[src/rtl/pipe_decoder_if.sv]
// Handshake bundle between the CPU pipeline control and the pipelined decoder.
// PIPE_DECODER_HIST_EN adds the strobe-history signals.
interface pipe_decoder_if #(
   parameter int IN_W = 2
);
   localparam int OUT_W = 1 << IN_W;

   logic             in_valid;
   logic             en;
   logic [IN_W-1:0]  in;
   logic             stall;
   logic             flush;
   logic [OUT_W-1:0] out;
   logic             out_valid;
   logic             busy;
`ifdef PIPE_DECODER_HIST_EN
   logic             clr_hist;
   logic [OUT_W-1:0] hist;
   logic [7:0]       hist_cnt;
`endif

`ifdef PIPE_DECODER_HIST_EN
   modport master (
      output in_valid, en, in, stall, flush, clr_hist,
      input  out, out_valid, busy, hist, hist_cnt
   );
   modport slave (
      input  in_valid, en, in, stall, flush, clr_hist,
      output out, out_valid, busy, hist, hist_cnt
   );
`else
   modport master (
      output in_valid, en, in, stall, flush,
      input  out, out_valid, busy
   );
   modport slave (
      input  in_valid, en, in, stall, flush,
      output out, out_valid, busy
   );
`endif
endinterface

[src/rtl/pipe_decoder.sv]
// Pipelined N-to-2^N one-hot decoder with stall/flush, producing register-file write strobes.
// Optional feature macro: PIPE_DECODER_HIST_EN (sticky strobe history and hit counter).
module pipe_decoder #(
   parameter int IN_W   = 2,
   parameter int STAGES = 2
) (
   input  logic          clk,
   input  logic          reset_n,
   pipe_decoder_if.slave bus
);
   localparam int OUT_W = 1 << IN_W;

   logic [STAGES-1:0] valid_q;
   logic [STAGES-1:0] valid_d;
   logic [OUT_W-1:0]  data_q [STAGES];
   logic [OUT_W-1:0]  data_d [STAGES];
   logic [OUT_W-1:0]  dec;

   // A valid slot with en=0 still travels, carrying an all-zero strobe.
   always_comb begin
      dec = '0;
      if (bus.in_valid && bus.en) begin
         dec[bus.in] = 1'b1;
      end
   end

   always_comb begin
      valid_d = valid_q;
      for (int i = 0; i < STAGES; i++) begin
         data_d[i] = data_q[i];
      end
      if (bus.flush) begin
         valid_d = '0;
         for (int i = 0; i < STAGES; i++) begin
            data_d[i] = '0;
         end
      end else if (!bus.stall) begin
         valid_d[0] = bus.in_valid;
         data_d[0]  = dec;
         for (int i = 1; i < STAGES; i++) begin
            valid_d[i] = valid_q[i-1];
            data_d[i]  = data_q[i-1];
         end
      end
   end

   always_ff @(posedge clk or negedge reset_n) begin
      if (!reset_n) begin
         valid_q <= '0;
         for (int i = 0; i < STAGES; i++) begin
            data_q[i] <= '0;
         end
      end else begin
         valid_q <= valid_d;
         data_q  <= data_d;
      end
   end

   assign bus.out       = data_q[STAGES-1];
   assign bus.out_valid = valid_q[STAGES-1];
   assign bus.busy      = |valid_q;

`ifdef PIPE_DECODER_HIST_EN
   logic [OUT_W-1:0] hist_q;
   logic [OUT_W-1:0] hist_d;
   logic [7:0]       hist_cnt_q;
   logic [7:0]       hist_cnt_d;
   logic             accept;
   logic             hit;

   // A slot is consumed downstream only when it is live and the pipe advances.
   assign accept = bus.out_valid && !bus.stall;
   assign hit    = accept && (bus.out != '0);

   always_comb begin
      hist_d     = hist_q;
      hist_cnt_d = hist_cnt_q;
      if (bus.clr_hist) begin
         hist_d     = accept ? bus.out : '0;
         hist_cnt_d = hit ? 8'd1 : 8'd0;
      end else begin
         if (accept) begin
            hist_d = hist_q | bus.out;
         end
         if (hit && hist_cnt_q != 8'hFF) begin
            hist_cnt_d = hist_cnt_q + 8'd1;
         end
      end
   end

   always_ff @(posedge clk or negedge reset_n) begin
      if (!reset_n) begin
         hist_q     <= '0;
         hist_cnt_q <= '0;
      end else begin
         hist_q     <= hist_d;
         hist_cnt_q <= hist_cnt_d;
      end
   end

   assign bus.hist     = hist_q;
   assign bus.hist_cnt = hist_cnt_q;
`endif
endmodule

[src/flat_wrapper.sv]
// flat-port wrapper written by rule: the top's interface ports become plain ports
module pipe_decoder_flat 
#(
   parameter int IN_W   = 2,
   parameter int STAGES = 2
)
  (clk, reset_n, bus_in_valid, bus_en, bus_in, bus_stall, bus_flush, bus_out, bus_out_valid, bus_busy);
  pipe_decoder_if #(.IN_W(IN_W)) bus_i ();
  input  logic clk;
  input  logic reset_n;
  input wire logic [$bits(bus_i.in_valid)-1:0] bus_in_valid;
  input wire logic [$bits(bus_i.en)-1:0] bus_en;
  input wire logic [$bits(bus_i.in)-1:0] bus_in;
  input wire logic [$bits(bus_i.stall)-1:0] bus_stall;
  input wire logic [$bits(bus_i.flush)-1:0] bus_flush;
  output wire logic [$bits(bus_i.out)-1:0] bus_out;
  output wire logic [$bits(bus_i.out_valid)-1:0] bus_out_valid;
  output wire logic [$bits(bus_i.busy)-1:0] bus_busy;
  assign bus_i.in_valid = bus_in_valid;
  assign bus_i.en = bus_en;
  assign bus_i.in = bus_in;
  assign bus_i.stall = bus_stall;
  assign bus_i.flush = bus_flush;
  assign bus_out = bus_i.out;
  assign bus_out_valid = bus_i.out_valid;
  assign bus_busy = bus_i.busy;
  pipe_decoder #(.IN_W(IN_W), .STAGES(STAGES)) u_core (.clk(clk), .reset_n(reset_n), .bus(bus_i));
endmodule
[config.mk]
export PLATFORM = sky130hd
export DESIGN_NAME = pipe_decoder_flat
export DESIGN_NICKNAME = d
export VERILOG_FILES = /design/src/rtl/pipe_decoder_if.sv /design/src/rtl/pipe_decoder.sv /design/src/flat_wrapper.sv
export SDC_FILE = /design/constraint.sdc
export NUM_CORES = 1
export LEC_CHECK = 0
export CELL_PAD_IN_SITES_DETAIL_PLACEMENT = 2
export CELL_PAD_IN_SITES_GLOBAL_PLACEMENT = 2
export CORE_UTILIZATION = 27
export CTS_CLUSTER_DIAMETER = 150
export DETAILED_ROUTE_END_ITERATION = 10
export HOLD_SLACK_MARGIN = 0.05
export PLACE_DENSITY = 0.73
export SLEW_MARGIN = 20
export SYNTH_ARGS = -nofsm -noshare
export SYNTH_HDL_FRONTEND = slang
export SYNTH_SLANG_ARGS = --single-unit
[constraint.sdc]
create_clock -name clk -period 0.98 [get_ports clk]
set_input_delay 0.147 -clock clk [delete_from_list [all_inputs] [get_ports clk]]
set_output_delay 0.147 -clock clk [all_outputs]
set_load 0.01 [all_outputs]
==> reports/qor.csv, run 1 <==
stage;metric;value;unit
sta;tns;-0.2474;ns
logic_synthesis;yosys.area.top_type_share;0.5391;
logic_synthesis;synth_top_family_by_area;multiplexers;
floorplan;ios;14;
clock_tree;cts_root_buf;clkbuf_4;
floorplan;die_w;43.47;µm
global_routing;antenna_found_initial;0;
setup_path;slowest_delay;0.39;ns
sta;worstMarginPinSlew;0.3171;ns
logic_synthesis;yosysSeqAreaShare;0.5391;
logic_synthesis;yosysTopAreaCell;dfrtp_1;
setup_path;worstSetupStartpointType;flop;
setup_path;crit_arrival;1.02;ns
clock_tree;cts_tree;yes;
setup_path;worst_setup_path_end_kind;primary output;
logic_synthesis;synth_cells;36;
finish;final_nets;67;
sta;finClkSkew;0.005077;ns
finish;diodes;0;
sta;slew_viol_final;0;
placed_design;detailed_place_hpwl;868.6;µm
worst_hold_path;min_path_type;in -> async;
clock_tree;clkSinkCount;10;
detailed_routing;drt_iter0_drc;8;
sta;fmax;858.5;MHz
logic_synthesis;synth_xor_area_frac;0;
floorplan;die_h;43.47;µm
sta;timing.final.ws_setup;-0.1848;ns
detailed_routing;drt_first_pass_iters;6;
pwr;power.density;1375;nW/µm²
setup_path;cp_slowest_cell;dfrtp_1;
sta;period_needed;1.165;ns
sta;hold_viol_final;0;
logic_synthesis;synth-simple-area-share;0.1294;
global_routing;grt_pass1_vias;412;
logic_synthesis;synth_adder_area_share;0;
detailed_routing;drc;4;
clock_tree;cts_max_level;1;
clock_tree;cts_buffers;3;
global_routing;grt-ovfl-total;0;
global_routing;grt_max_degree;11;
clock_tree;holdBufCountCts;0;
pwr;p_leak;0.3926;nW
finish;area_growth;44.74;%
finish;final_cell_mix;10 x dfrtp_1, 9 x buf_4, 6 x mux2i_1, 6 x nor2_1;
logic_synthesis;synth_warnings;0;
floorplan;die_area;1889;µm²
finish;final_common_cell;dfrtp_1;
detailed_routing;vias_per_cell;4.811;
clock_tree;clock_latency;0.27;ns
placed_design;port_buffers;13;
setup_path;critPathRequiredTime;0.83;ns
flow_run;drv_cap;0;
sta;setup_viol;2;
setup_path;crit_type;reg -> out;
logic_synthesis;synth_mux_area_frac;0.1294;
logic_synthesis;post_synth_num_cell_types;10;
clock_tree;clockBufferDepth;2;
sta;rsz0062_at_grt;true;
clock_tree;clk_pin_slew;0.07;ns
finish;stdcell_count;74;
finish;fin_util;0.4310;
global_routing;track_usage;0.1502;
logic_synthesis;syn_area;464.2;µm²
placed_design;dpl_worst_slack;-0.3642;ns
global_routing;grt_pass1_wl;1.945;mm
finish;drive_gt1_frac;0.4483;
run_status;status;complete, but fails checks;
sta;fin_crit_sh;1.189;
logic_synthesis;syn_avg_cell_area;12.89;µm²
pwr;peakVddDrop;0.6883;mV
floorplan;num_rows;14;
logic_synthesis;ys_ff_latch;10;
placed_design;dp.cells;69;
detailed_routing;wl_per_cell;14.72;µm
setup_path;crit_fanout;2;
detailed_routing;postRouteAntennaNets;0;
sta;maxSlewHeadroom;0.7883;
floorplan;core_region_area;1559;µm²
detailed_routing;via_count;356;
setup_path;crit_chain;or2_4, buf_6;
floorplan;initial_core_util;0.2978;
logic_synthesis;yosys-top-cells-area;dfrtp_1 54%, mux2i_1 13%, a32o_2 9.7%;
run_status;violations;design-rule violations, negative setup slack;
logic_synthesis;synth_compound_area_frac;0.09704;
detailed_routing;routed_wl;1.089;mm
logic_synthesis;synth_nets;44;
placed_design;gp_congestion;0.6875;
[through the flow]
| step | hold slack [ns] | power [mW] | area [µm²] |
|---|---|---|---|
| after floorplan | -0.1486 | 0.4737 | 464.2 |
| final | 0.1630 | 0.9241 | 671.9 |
| after global routing | 0.1794 | 0.9721 | 671.9 |
| after detailed placement | 0.4540 | 0.5523 | 640.6 |
| after CTS | 0.1595 | 0.9391 | 658.1 |
| after global placement | 0.4511 | 0.5464 | 640.6 |
[synth_stat cells (all sizes together)]
cell type / instances
nor2b: 1
nor2: 6
a32o: 4
dfrtp: 10
mux2i: 6
nor4bb: 1
buf: 5
or2: 1
inv: 2
[worst max-delay path, delay by kind of cell, from the launching register on]
family                 cells  cell delay, ns
AND/OR/NAND/NOR            1            0.23
buffers and inverters      1            0.12
flip-flops                 1            0.39
[power breakdown]
part | switching (mW) | internal, mW | total [mW]
clock network | 0.155 | 0.226 | 0.381
registers | 0.00410 | 0.419 | 0.424
logic | 0.0494 | 0.0703 | 0.120
total | 0.208 | 0.716 | 0.924
[worst paths after layout]
path / start / end / slack (ns) / cells past startpoint
max in group asynchronous: reset_n / u_core.data_q[6] / 0.67 / 2
worst max-delay path: u_core.valid_q[1] / bus_busy / -0.18 / 2
worst max register to register: u_core.valid_q[1] / u_core.valid_q[1] / 0.04 / 4
min in group clk: bus_in_valid / u_core.valid_q[0] / 0.18 / 3
worst min-delay path: reset_n / u_core.bus.out[2] / 0.16 / 2
worst min register to register: u_core.data_q[4] / u_core.data_q[4] / 0.51 / 1
[state kept, by name, summed over array words and instances (netlist names)]
name	count
u_core.data_q	4
u_core.valid_q	2
u_core.bus.out	4
[cell families (layout without fill, tap and decap cells)]
kind of cell           Yosys count  after routing
AND/OR/NAND/NOR                  9              9
flip-flops                      10             10
AO/OA/AOI/OAI                    4              4
buffers and inverters            7             29
multiplexers                     6              6
[final cells by class]
type / instances / area (µm²)
Clock buffer: 4 / 36.28
Multi-Input combinational cell: 19 / 167.7
Tap cell: 16 / 20.02
Fill cell: 171 / 887.1
Sequential cell: 10 / 250.2
Inverter: 2 / 7.507
Timing Repair Buffer: 23 / 190.2
[metal layers]
layer / global-route usage / part of all wire / vias up
met5: 0 / 0 / -
met4: 0.1125 / 0.027 / 0
met3: 0.04167 / 0.067 / 5
met2: 0.2455 / 0.50 / 13
met1: 0.1658 / 0.41 / 173
li1: - / - / 165
[repair_timing]
| item | 4_1_cts | 5_1_grt |
|---|---|---|
| buffers inserted | 0 | 1 |
| resized for setup | 30 | 2 |
| setup endpoints to repair | 16 | 6 |
| pin swaps | 3 | 1 |
Power figures use the tool's default switching activity.
==> inputs of run 2 (changes only) <==
CTS_CLUSTER_SIZE = 40   (was default)
==> results of run 2 <==
Final layout, timing and power as in run 1 (identical DEF).
==> inputs of run 3 (changes only) <==
GPL_ROUTABILITY_DRIVEN = 0   (was default)
==> results of run 3 <==
Final layout, timing and power as in run 1 (identical DEF).
